**src/rtl/axis_fifo_pkg.sv**
```systemverilog
// Shared definitions for the AXI4-Stream flit FIFO: flit width, routing field offsets
// and the constant log2 helper used to size pointers.
package axis_fifo_pkg;

    localparam int FLIT_W   = 42;
    localparam int DEST_LSB = 32;
    localparam int DEST_MSB = 38;

    function automatic int clog2(input int value);
        int result;
        int v;
        result = 0;
        v = value - 1;
        while (v > 0) begin
            result = result + 1;
            v = v >> 1;
        end
        return result;
    endfunction

endpackage

```
**src/rtl/axis_fifo_mem.sv**
```systemverilog
// Simple dual-port storage for axis_fifo: synchronous write, asynchronous read so the
// word at the read pointer is visible immediately (first-word-fall-through).
module axis_fifo_mem
    import axis_fifo_pkg::*;
#(
    parameter int DATA_WIDTH = FLIT_W,
    parameter int DEPTH      = 16
) (
    input  logic                        clk,
    input  logic                        we,
    input  logic [clog2(DEPTH)-1:0]     waddr,
    input  logic [DATA_WIDTH-1:0]       wdata,
    input  logic [clog2(DEPTH)-1:0]     raddr,
    output logic [DATA_WIDTH-1:0]       rdata
);

    logic [DATA_WIDTH-1:0] mem_q [DEPTH];

    always_ff @(posedge clk) begin
        if (we) begin
            mem_q[waddr] <= wdata;
        end
    end

    assign rdata = mem_q[raddr];

endmodule

```
**src/rtl/axis_fifo.sv**
```systemverilog
// Single-clock AXI4-Stream FWFT FIFO with registered tready/tvalid flags.
// Optional registered occupancy output enabled by AXIS_FIFO_DATA_COUNT_EN.
module axis_fifo
    import axis_fifo_pkg::*;
#(
    parameter int DATA_WIDTH = FLIT_W,
    parameter int DEPTH      = 16
) (
    input  logic                    s_aclk,
    input  logic                    s_areset,
    input  logic                    s_axis_tvalid,
    output logic                    s_axis_tready,
    input  logic [DATA_WIDTH-1:0]   s_axis_tdata,
    output logic                    m_axis_tvalid,
    input  logic                    m_axis_tready,
    output logic [DATA_WIDTH-1:0]   m_axis_tdata
`ifdef AXIS_FIFO_DATA_COUNT_EN
    ,
    output logic [clog2(DEPTH):0]   axis_data_count
`endif
);

    localparam int AW = clog2(DEPTH);
    localparam int PW = AW + 1;

    logic [PW-1:0] wr_ptr_q, wr_ptr_d;
    logic [PW-1:0] rd_ptr_q, rd_ptr_d;
    logic          tready_q, tready_d;
    logic          tvalid_q, tvalid_d;
    logic          wr_fire;
    logic          rd_fire;

    // MSB of each pointer is the wrap flag: equal low bits with differing wrap means full.
    function automatic logic ptr_full(input logic [PW-1:0] wp, input logic [PW-1:0] rp);
        return (wp[AW-1:0] == rp[AW-1:0]) && (wp[AW] != rp[AW]);
    endfunction

    always_comb begin
        wr_fire  = s_axis_tvalid & tready_q;
        rd_fire  = tvalid_q & m_axis_tready;
        wr_ptr_d = wr_ptr_q + PW'(wr_fire);
        rd_ptr_d = rd_ptr_q + PW'(rd_fire);
        tready_d = !ptr_full(wr_ptr_d, rd_ptr_d);
        tvalid_d = (wr_ptr_d != rd_ptr_d);
    end

    always_ff @(posedge s_aclk) begin
        if (s_areset) begin
            wr_ptr_q <= '0;
            rd_ptr_q <= '0;
            tready_q <= 1'b0;
            tvalid_q <= 1'b0;
        end else begin
            wr_ptr_q <= wr_ptr_d;
            rd_ptr_q <= rd_ptr_d;
            tready_q <= tready_d;
            tvalid_q <= tvalid_d;
        end
    end

    axis_fifo_mem #(
        .DATA_WIDTH (DATA_WIDTH),
        .DEPTH      (DEPTH)
    ) u_mem (
        .clk   (s_aclk),
        .we    (wr_fire & ~s_areset),
        .waddr (wr_ptr_q[AW-1:0]),
        .wdata (s_axis_tdata),
        .raddr (rd_ptr_q[AW-1:0]),
        .rdata (m_axis_tdata)
    );

    assign s_axis_tready = tready_q;
    assign m_axis_tvalid = tvalid_q;

`ifdef AXIS_FIFO_DATA_COUNT_EN
    logic [PW-1:0] count_q, count_d;

    always_comb begin
        count_d = count_q;
        if (wr_fire && !rd_fire) begin
            count_d = count_q + 1'b1;
        end else if (rd_fire && !wr_fire) begin
            count_d = count_q - 1'b1;
        end
    end

    always_ff @(posedge s_aclk) begin
        if (s_areset) begin
            count_q <= '0;
        end else begin
            count_q <= count_d;
        end
    end

    assign axis_data_count = count_q;
`endif

endmodule

```
**config.mk**
```make
export PLATFORM = sky130hd
export DESIGN_NAME = axis_fifo
export DESIGN_NICKNAME = d
export VERILOG_FILES = /design/src/rtl/axis_fifo_pkg.sv /design/src/rtl/axis_fifo_mem.sv /design/src/rtl/axis_fifo.sv
export SDC_FILE = /design/constraint.sdc
export NUM_CORES = 1
export LEC_CHECK = 0
export CORE_MARGIN = 1.5
export CORE_UTILIZATION = 61
export DETAILED_ROUTE_END_ITERATION = 6
export GPL_TIMING_DRIVEN = 0
export PLACE_DENSITY_LB_ADDON = 0.3
export SLEW_MARGIN = 0
export SYNTH_ARGS = -nofsm -noshare
export SYNTH_HDL_FRONTEND = slang
export SYNTH_SLANG_ARGS = --single-unit
```
**constraint.sdc**
```tcl
create_clock -name s_aclk -period 5.2 [get_ports s_aclk]
set_input_delay 0.78 -clock s_aclk [delete_from_list [all_inputs] [get_ports s_aclk]]
set_output_delay 0.78 -clock s_aclk [all_outputs]
set_load 0.05 [all_outputs]
```
==> flow_summary.ini, run 1 <==
[layout]
most-common-layout-cells = sky130_fd_sc_hd__edfxtp_1, sky130_fd_sc_hd__mux4_2, sky130_fd_sc_hd__clkdlybuf4s50_1, sky130_fd_sc_hd__clkbuf_16, sky130_fd_sc_hd__clkbuf_1
register_area_sq_mm = 0.02042
post_route_cells_drive_above_1_share_pct = 24.13
final_nets = 1381
diodes = 0
area_growth_pct = 15.76
area_of_the_multi_input_gates_sq_mm = 0.005466
num-fill-cells = 2326
final_common_cell = sky130_fd_sc_hd__edfxtp_1

[timing]
whs_ns = 0.5662
finalClockSkew_ns = 0.01654
final_min_period_over_clock_period_pct = 89.62
setup_viol = 0
setup_tns_ns = 0
slew_headroom_pct = 37.40
report.final.hold_viol_count = 0
finalCriticalPeriod_ns = 4.660
tightest_slew_ns = 0.9389
final_critical_path_setup_slack_ns = 0.5396
setup_repair_after_global_routing_missed_its_margin = no
fmax_mhz = 214.6
slew_viol_final = 0

[clock_network]
post_cts.repair.setup_buffers = 0
worst_setup_hold_path_clk_slew_ns = 0.06
h-tree-depth = 3
clkSinkCount = 684
cts-root-buf = sky130_fd_sc_hd__clkbuf_16
cts_tree = built
postCtsHoldBufs = 0
worst_skew_pair.late_latency_ns = 0.58
cts_resized = 0
tritoncts.num_buffers = 67
clock_tree_buf_depth = 3

[global_route]
overflow = 0
vias_in_the_first_global_route = 13090
grt_max_degree = 24
grt_antenna_before_repair = 0
track_usage_pct = 25.76
grt_pass1_wl_um = 81880

[routing]
avgViaCountPerCell = 6.497
route.final.wire_length_um = 54410
remaining_drc_errors = 0
via_count = 12440
wl_per_cell_um = 28.41
detail_route.iter0.violations = 1351
dr.pass1.iters = 5
postRouteAntennaNets = 0

[power]
totalPowerFinal_mw = 11.56
power.share.combinational_pct = 8.4
power.share.sequential_pct = 52.6
sw_share_pct = 21.31
cell_internal_pwr_mw = 9.098
leakage_nw = 9.209
max-vdd-ir-drop_mv = 0.2767
powerDensity_mw_per_mm2 = 381.8
switching_power_of_the_nets_mw = 2.464
p_clk_share_pct = 39.0

[setup_path]
timing.critical_path.required_ns = 4.42
critical_path.startpoint_type = flip-flop
worstReg2RegEnd = u_mem.mem_q[0][25]
arrival_ns = 3.88
cp-end-kind = primary output
timing.reg2reg.setup_slack_ns = 2.65
crit-reg2reg-launch = wr_ptr_q[1]
critPathKind = reg2out
path_max_fanout = 10
worst_r2r_path_depth = 4

[min_path]
timing.hold.worst.class = reg2reg
hold_path.startpoint = wr_ptr_q[4]
worst_hold_path.num_cells = 2
whs_endpoint = wr_ptr_q[4]

[floorplanning]
initial_core_util_pct = 62.08
placeableCoreArea_sq_mm = 0.04213
chipHeight_um = 210.1
floorplan_row_count = 75
die_width_um = 210.1
die_area_sq_mm = 0.04413
ios = 90

[job]
max-cap-violations = 0

[run_status]
result_of_the_run = complete, no violations

[placed_design]
routabilityCongestion = 0.7292
pre_cts_ws_ns = 1.171
port-buffer-count = 89
dp_hpwl_um = 33530

[yosys]
fraction_of_post_synthesis_cell_area_in_the_top_cell_type_by_area_pct = 77.15
synth_top_cell_by_area = sky130_fd_sc_hd__edfxtp_1
postSynthNetCount = 1195
ys.warnings.count = 0
number_of_register_bits_inferred_by_synthesis = 684
synth-seq-area-share_pct = 78.06
postSynthCellCount = 1145
post_synthesis_cell_area_sq_mm = 0.02616
ys_top_cells_by_area = sky130_fd_sc_hd__edfxtp_1, sky130_fd_sc_hd__mux4_2, sky130_fd_sc_hd__mux2i_1
synthDistinctLibCells = 25
syn_area_per_cell_sq_um = 22.85
through the flow:
stage          std cells  instance area (sq um)  utilization, %
6_report            1915                  30280           71.86
5_1_grt             1915                  30280           71.86
4_1_cts             1915                  30280           71.86
3_5_place_dp        1801                  28260           67.06
3_3_place_gp        1773                  27720           65.80
2_1_floorplan       1145                  26160               -
per-layer routing:
layer | up-vias | part of all wire, % | track usage, % | routed length, um
met1 | 6553 | 39 | 35.87 | 21410
met2 | 588 | 51 | 42.57 | 27810
li1 | 5196 | - | - | -
met3 | 105 | 6.8 | 4.291 | 3721
met4 | 0 | 2.7 | 8.311 | 1467
met5 | - | 0 | 0 | 0
power by group through the flow:
| stage | clock network, mW | registers [mW] | logic [mW] |
|---|---|---|---|
| after CTS | 4.56 | 6.08 | 0.980 |
| after global placement | 0 | 6.20 | 0.948 |
| after global routing | 4.78 | 6.08 | 1.03 |
| final | 4.51 | 6.08 | 0.969 |
| after detailed placement | 0 | 6.20 | 0.972 |
| after floorplan | 0 | 6.21 | 0.649 |
cell families (layout without fill, tap and decap cells):
family	Yosys count	count (layout)	synth area share (%)
DFF	684	684	78.06
muxes	210	210	16.07
AOI/OAI and AO/OA	86	86	2.057
and+or+nand+nor	83	83	1.756
buffers and inverters	66	297	1.459
xor gates and xnor gates	12	12	0.4018
adders and majority gates	4	4	0.1913
worst max-delay path, cell delays in order, from the launching register on:
cell                              delay [ns]
sky130_fd_sc_hd__dfxtp_1                0.31
sky130_fd_sc_hd__buf_4                  0.19
sky130_fd_sc_hd__buf_4                  0.26
sky130_fd_sc_hd__clkbuf_1               0.51
sky130_fd_sc_hd__clkbuf_1               0.63
sky130_fd_sc_hd__a211oi_1               0.25
sky130_fd_sc_hd__a21oi_1                0.29
sky130_fd_sc_hd__clkdlybuf4s50_1        0.86
registers in the layout, summed over array words and instances, names as in the netlist:
register       cells
u_mem.mem_q      672
rd_ptr_q           5
wr_ptr_q           5
s_axis_tready      1
m_axis_tvalid      1
worst max path at each step:
stage | cells after the start | startpoint | slack (ns) | endpoint
2_1_floorplan | 3 | s_axis_tvalid | 0.49 | u_mem.mem_q[0][0]
3_3_place_gp | 3 | s_areset | -2.54 | u_mem.mem_q[0][26]
3_5_place_dp | 7 | rd_ptr_q[2] | 1.17 | m_axis_tdata[9]
6_report | 7 | rd_ptr_q[2] | 0.54 | m_axis_tdata[9]
5_1_grt | 7 | rd_ptr_q[2] | 0.43 | m_axis_tdata[9]
4_1_cts | 7 | rd_ptr_q[2] | 0.54 | m_axis_tdata[9]
Yosys cell counts:
cell type and number:
sky130_fd_sc_hd__xor2_1 5, sky130_fd_sc_hd__mux2i_1 42, sky130_fd_sc_hd__nor3_1 4, sky130_fd_sc_hd__inv_1 1
sky130_fd_sc_hd__a21oi_1 42, sky130_fd_sc_hd__nand2_1 2, sky130_fd_sc_hd__nand3b_1 2, sky130_fd_sc_hd__edfxtp_1 672
sky130_fd_sc_hd__a31oi_1 2, sky130_fd_sc_hd__dfxtp_1 12, sky130_fd_sc_hd__clkbuf_1 33, sky130_fd_sc_hd__nor2b_1 46
sky130_fd_sc_hd__and3_1 1, sky130_fd_sc_hd__buf_2 11, sky130_fd_sc_hd__buf_4 10, sky130_fd_sc_hd__xnor2_1 7
sky130_fd_sc_hd__ha_1 4, sky130_fd_sc_hd__or4_1 1, sky130_fd_sc_hd__a211oi_1 42, sky130_fd_sc_hd__nand3_1 5
sky130_fd_sc_hd__nor2_1 19, sky130_fd_sc_hd__and2_1 1, sky130_fd_sc_hd__nand2b_1 2, sky130_fd_sc_hd__buf_6 11
sky130_fd_sc_hd__mux4_2 168
final cells by class:
| cell class | instances | share of cell area (%) |
|---|---|---|
| flip-flops and latches | 684 | 67.44 |
| multi-input cells | 395 | 18.05 |
| clock buffers | 87 | 6.066 |
| repair buffers | 117 | 4.343 |
| well taps | 539 | 2.227 |
| plain buffers | 65 | 1.248 |
| clock inverters | 27 | 0.6116 |
| inverters | 1 | 0.01240 |
Note: power is estimated with default switching activity, not from simulation.
==> run 2: changes to the inputs <==
--- a/config.mk
+++ b/config.mk
@@ -14,3 +14,4 @@
 export SYNTH_ARGS = -nofsm -noshare
 export SYNTH_HDL_FRONTEND = slang
 export SYNTH_SLANG_ARGS = --single-unit
+export TNS_END_PERCENT = 1
==> results of run 2 <==
The final DEF is identical to that of run 1; final timing and power are the same.
